--- config.mk ---
export PLATFORM = sky130hd
export DESIGN_NAME = eda_strobe_scan_ctrl
export DESIGN_NICKNAME = d
export VERILOG_FILES = /design/src/rtl/eda_strobe_scan_ctrl.sv
export SDC_FILE = /design/constraint.sdc
export NUM_CORES = 1
export LEC_CHECK = 0
export CAP_MARGIN = 20
export CORE_UTILIZATION = 35
export CTS_CLUSTER_DIAMETER = 30
export DETAILED_ROUTE_END_ITERATION = 12
export GPL_TIMING_DRIVEN = 0
export PLACE_DENSITY_LB_ADDON = 0.05
export SLEW_MARGIN = 20
export SYNTH_ARGS = -nofsm -noshare
export SYNTH_HDL_FRONTEND = slang
export SYNTH_SLANG_ARGS = --single-unit
--- constraint.sdc ---
create_clock -name clk -period 2 [get_ports clk]
set_input_delay 0.6 -clock clk [delete_from_list [all_inputs] [get_ports clk]]
set_output_delay 0.6 -clock clk [all_outputs]
set_load 0.02 [all_outputs]
--- src/rtl/eda_strobe_scan_ctrl.sv ---
// Raster sequencer for one strobe-RAM image pass: issues each pixel to the
// evaluation datapath, writes plateau marks and moves the one-hot strobe.
// Optional build macro: EDA_STRB_SKIP_MARKED_EN (skip pixels whose strobe bit is set).
module eda_strobe_scan_ctrl #(
    parameter int M          = 4,
    parameter int N          = 4,
    parameter int I_WIDTH    = 2,
    parameter int J_WIDTH    = 2,
    parameter int ADDR_WIDTH = I_WIDTH + J_WIDTH
) (
    input  logic                        clk,
    input  logic                        reset_n,
    input  logic                        start,
    input  logic [M-1:0][N-1:0]         strb_value,
    input  logic                        ack,
    input  logic                        mark,
    output logic                        req,
    output logic [ADDR_WIDTH-1:0]       center_addr,
    output logic [ADDR_WIDTH-1:0]       pre_center_addr,
    output logic                        clear,
    output logic                        update_strb,
    output logic                        new_pixel,
    output logic                        iterated_all,
    output logic [M-1:0]                sel_row,
    output logic [M-1:0][N-1:0]         sel_col,
    output logic                        done,
    output logic                        busy
);

    typedef enum logic [2:0] {
        S_IDLE,
        S_CLEAR,
        S_ISSUE,
        S_MARK,
        S_ADVANCE,
        S_FINISH
    } state_t;

    localparam logic [I_WIDTH-1:0] I_LAST = I_WIDTH'(M - 1);
    localparam logic [J_WIDTH-1:0] J_LAST = J_WIDTH'(N - 1);

    state_t               state;
    state_t               state_next;
    logic [I_WIDTH-1:0]   ptr_i;
    logic [J_WIDTH-1:0]   ptr_j;
    logic [I_WIDTH-1:0]   next_i;
    logic [J_WIDTH-1:0]   next_j;
    logic                 at_last;

    always_ff @(posedge clk) begin
        if (reset_n) begin
            state           <= S_IDLE;
            ptr_i           <= '0;
            ptr_j           <= '0;
            pre_center_addr <= '0;
        end else begin
            state <= state_next;
            case (state)
                S_CLEAR: begin
                    ptr_i <= '0;
                    ptr_j <= '0;
                end
                S_ISSUE: begin
                    if (ack && mark) begin
                        pre_center_addr <= {ptr_i, ptr_j};
                    end
                end
                S_ADVANCE: begin
                    if (!at_last) begin
                        ptr_i <= next_i;
                        ptr_j <= next_j;
                    end
                end
                default: ;
            endcase
        end
    end

`ifdef EDA_STRB_SKIP_MARKED_EN
    // Row-major find-first-zero over the strobe bits strictly after the pointer.
    always_comb begin
        int  cur;
        logic found;
        cur     = int'(ptr_i) * N + int'(ptr_j);
        found   = 1'b0;
        next_i  = '0;
        next_j  = '0;
        for (int r = 0; r < M; r++) begin
            for (int c = 0; c < N; c++) begin
                if (!found && ((r * N + c) > cur) && !strb_value[r][c]) begin
                    found  = 1'b1;
                    next_i = I_WIDTH'(r);
                    next_j = J_WIDTH'(c);
                end
            end
        end
        at_last = !found;
    end
`else
    logic unused_strb;
    assign unused_strb = ^strb_value;

    always_comb begin
        at_last = (ptr_i == I_LAST) && (ptr_j == J_LAST);
        next_i  = ptr_i;
        next_j  = ptr_j + 1'b1;
        if (ptr_j == J_LAST) begin
            next_i = ptr_i + 1'b1;
            next_j = '0;
        end
    end
`endif

    assign center_addr = {ptr_i, ptr_j};

    always_comb begin
        state_next   = state;
        req          = 1'b0;
        clear        = 1'b0;
        update_strb  = 1'b0;
        new_pixel    = 1'b0;
        iterated_all = 1'b0;
        sel_row      = '0;
        sel_col      = '0;
        done         = 1'b0;
        busy         = (state != S_IDLE);
        case (state)
            S_IDLE: begin
                if (start) begin
                    state_next = S_CLEAR;
                end
            end
            S_CLEAR: begin
                clear      = 1'b1;
                state_next = S_ISSUE;
            end
            S_ISSUE: begin
                req = 1'b1;
                if (ack) begin
                    state_next = mark ? S_MARK : S_ADVANCE;
                end
            end
            S_MARK: begin
                new_pixel  = 1'b1;
                state_next = S_ADVANCE;
            end
            S_ADVANCE: begin
                if (at_last) begin
                    iterated_all = 1'b1;
                    state_next   = S_FINISH;
                end else begin
                    new_pixel   = 1'b1;
                    update_strb = 1'b1;
                    for (int r = 0; r < M; r++) begin
                        sel_row[r] = (next_i == I_WIDTH'(r));
                        for (int c = 0; c < N; c++) begin
                            sel_col[r][c] = (next_i == I_WIDTH'(r)) && (next_j == J_WIDTH'(c));
                        end
                    end
                    state_next = S_ISSUE;
                end
            end
            S_FINISH: begin
                done       = 1'b1;
                state_next = S_IDLE;
            end
            default: state_next = S_IDLE;
        endcase
    end

endmodule

# Yosys cells after proc, flatten, opt, wreduce, memory -nomap -nowiden
# Index checks and enable logic that the tools add are counted.
[totals]
regBits = 11
latch_bits = 0
ram_bits = 0
rom_bits = 0
inputBits = 21
out_inout_bits = 35
word_cells = 71
mem_count = 0
[classes]
n_addsub = 2
n_mul = 0
n_div = 0
n_lt_le_gt_ge = 0
n_eq_ne = 16
n_shift = 0
n_mux = 23
bitwise_logic = 0
n_reduce_logical = 26
[ops]
columns = ["operator", "n"]
rows = [
  ["$mux W16", 2],
  ["$logic_and A1 B1 Y1", 18],
  ["$pmux W3 S5", 1],
  ["$eq A2 B2 Y1 const B", 6],
  ["$mux W3", 4],
  ["$mux W2", 4],
  ["$mux W4", 2],
  ["$pmux W2 S2", 2],
  ["$mux W1", 7],
  ["$eq A3 B2 Y1 const B", 2],
  ["$eq A3 B3 Y1 const B", 2],
  ["$ne A2 B2 Y1 const B", 3],
  ["$reduce_and A2 Y1", 3],
  ["$add A2 B1 Y2 const B", 2],
  ["$eq A2 B1 Y1 const B", 2],
  ["$logic_not A2 Y1", 2],
  ["$eq A3 B1 Y1 const B", 1],
  ["$logic_not A3 Y1", 1],
  ["$reduce_bool A3 Y1", 1],
  ["$pmux W1 S2", 1],
  ["$reduce_bool A2 Y1", 1],
]

# Depth between registers and ports, before layout
[depth]
depth_word = 6
depth_mapped = 5
depth_no_buf = 5

# Worst setup path after synthesis
# OpenSTA, ideal clock, no wires.
[synth_path]
path_type = "register to output"
from = "reg ptr_j[0]"
to = "out sel_col[13] (netlist name)"
t_arrival_ns = 1.781
slack_ns = -0.381
path_stages_with_launch = 6
n_path_buf = 0
cell_sequence = "dfxtp_1 ha_1 nand2_1 o21a_1 nor2_1 and2_1"
[synth_lines]
columns = ["item", "line_no", "source"]
rows = [
  ["start: declaration", "45", "logic [J_WIDTH-1:0] ptr_j;"],
  ["start signal: assignment", "71", "ptr_j <= next_j;"],
  ["end: declaration", "25", "output logic [M-1:0][N-1:0] sel_col,"],
]

==> flow_metrics.tcl <==
set metrics [dict create \
    status "complete, but fails checks" \
    violations "negative setup slack" \
    cp-start-kind "flop" \
    ant_nets 0 \
    track_usage_pct 21.3 \
    viasPerCell 4.87 \
    core_um2 2230 \
    synth_edf_count 0 \
    die-area_um2 2580 \
    grt_remaining_overflow 0 \
    crit_required_ns 1.40 \
    regArea_um2 244 \
    grt_max_degree 11 \
    hpwlAfterDp_um 1610 \
    multi_input_area_um2 738 \
    synth_area_leaders "dfxtp_1 (26%), and2_1 (9.0%), ha_1 (9.0%)" \
    vias 989 \
    timing.rr.end "ptr_i[1]" \
    synth_area_leader_cell "dfxtp_1" \
    startpoint "ptr_j[0]" \
    final_max_slew_viol_count 0 \
    r2r-start "ptr_j[1]" \
    use_met2_pct 35.1 \
    setup_ws_ns -0.191 \
    rsz0062_at_grt "true" \
    die_x_um 50.8 \
    synthArstFlopShare_pct 0 \
    drt-total-wl_um 2720 \
    tightest_slew_ns 0.465 \
    worstHoldStart "pre_center_addr[2]" \
    rrSetupSlack_ns 0.38 \
    crit_end "sel_col[6]" \
    hold_viol 0 \
    setup_viol 23 \
    final_area_um2 1680 \
    synthCells 107 \
    cts_tree "yes" \
    hp-class "flop to flop" \
    crit_fanout 5 \
    met3_usage_pct 1.49 \
    clk_pin_slew_ns 0.07 \
    ios 56 \
    num_rows 17 \
    yosysUniqueCellTypes 34 \
    initial_utilization_pct 37.4 \
    fillers 156 \
    first_global_vias 896 \
    area_delta_synth_final_pct 102 \
    yosys.area.top_type_share_pct 26.4 \
    firstDrtPassIters 4 \
    drc 0 \
    antenna_found_initial 0 \
    syn_nets 134 \
    period_needed_ns 2.19 \
    diodes 0 \
    cts_sinks 11 \
    p_total_mw 0.881 \
    port_buffers 39 \
    final_common_cell "buf_4" \
    p_leak_nw 0.807 \
    die_y_um 50.8 \
    mostFrequentLayoutCells "buf_4 (28), buf_6 (19), nor2_1 (12)" \
    placed_cell_area_um2 1340 \
    gp_congestion 0.743 \
    synth_area_um2 835 \
    fin_skew_ns 0.00467 \
    ys_seq_area_share_pct 26.4 \
    synthFlopType "dfxtp_1" \
    fmax_mhz 456 \
    nets 203 \
    ys_ff_latch 11 \
    relSlewSlack_pct 69.0 \
    yosys_warnings 0 \
    cts_root_buf "clkbuf_4" \
    routedWlPerCell_um 13.4 \
    use_met1_pct 28.4 \
    numCtsBuffers 3 \
    syn_avg_cell_area_um2 7.80 \
    drt_iter0_markers 10 \
    layout-drive-gt1-share_pct 57.7 \
    pwr_density_cell_nw_per_um2 523 \
    vdd_drop_max_v 0.000624 \
    drv_cap 0 \
    holdBufCountCts 0 \
    clock_path_buffers 2 \
    critPathKind "flop to primary output" \
    grt_busiest_layer "met2" \
    reg2reg_depth 6 \
    endpoint_kind "primary output" \
    grt_pass1_wl_um 4190 \
    ctsHtreeMaxLevel 1 \
    finalCritPeriodShare_pct 110 \
    crit_arrival_ns 1.59 \
    clk_latency_ns 0.27 \
]
## cell usage after synthesis, drive strengths merged (2+ instances only)
| master | count |
|---|---|
| nor2 | 17 |
| nand2 | 8 |
| buf | 2 |
| and2 | 12 |
| dfxtp | 11 |
| nor3 | 6 |
| o21ai | 3 |
| nor3b | 3 |
| nand3 | 3 |
| a21oi | 3 |
| inv | 8 |
| ha | 6 |
| or3 | 2 |
| mux2i | 7 |
| clkbuf | 2 |
## worst max-delay path, cell delays in order, from the launching register on
cell and delay [ns]:
dfxtp_4 0.38, ha_4 0.19, xor2_2 0.16, nand3_2 0.16
nor2_4 0.17, and2_4 0.15, buf_6 0.10
## stage by stage
step / util, % / hold slack (ns) / TNS [ns] / setup slack [ns] / std cells
floorplan: - / 0.527 / 0 / 0.0104 / 107
global placement: 60.1 / 0.479 / -9.70 / -0.519 / 174
detailed placement: 60.1 / 0.491 / -10.07 / -0.545 / 174
CTS: 69.6 / 0.512 / -2.71 / -0.169 / 196
global route: 75.4 / 0.559 / -4.84 / -0.263 / 203
finish: 75.4 / 0.504 / -3.30 / -0.191 / 203
## flip-flops by register name, summed over array words and instances, names as in the netlist
signal / cells
pre_center_addr: 4
ptr_i: 2
state: 3
ptr_j: 2
## repair_timing
action	CTS	global route
pin swaps	14	9
buffers inserted	19	7
setup endpoints to repair	27	26
gates resized for setup	161	28
## per-layer routing
metal,share of wire [%],vias up,wire length (µm)
li1,-,495,-
met5,0,-,0
met4,1.3,0,36
met2,50,33,1350
met3,4.6,4,124
met1,44,457,1210
## worst min path at each step
stage | endpoint | depth (start not counted)
2_1_floorplan | ptr_j[1] | 2
3_3_place_gp | pre_center_addr[3] | 2
3_5_place_dp | pre_center_addr[2] | 2
4_1_cts | pre_center_addr[2] | 2
5_1_grt | pre_center_addr[1] | 2
6_report | pre_center_addr[2] | 2
## power breakdown
part,internal (mW),total (mW),switching [mW],leakage [nW]
logic,0.217,0.451,0.234,0.698
registers,0.247,0.280,0.0329,0.0940
clock network,0.0773,0.150,0.0726,0.0150
total,0.542,0.881,0.339,0.807
## final cells by class
class | instances | share of cell area (%)
Buffer | 3 | 1.71
Clock buffer | 4 | 1.56
Inverter | 8 | 1.78
Multi-Input combinational cell | 84 | 43.8
Sequential cell | 11 | 14.5
Tap cell | 28 | 2.08
Timing Repair Buffer | 65 | 34.5
## logic make-up after synthesis
family / share of synthesized area, %
AO/OA/AOI/OAI: 11.1
XOR/XNOR: 1.05
adder cells (fa/ha/maj): 9.00
buffers and inverters: 6.00
flip-flops: 26.4
multiplexers: 9.75
AND/OR/NAND/NOR: 36.7
Note: power is estimated with default switching activity, not from simulation.
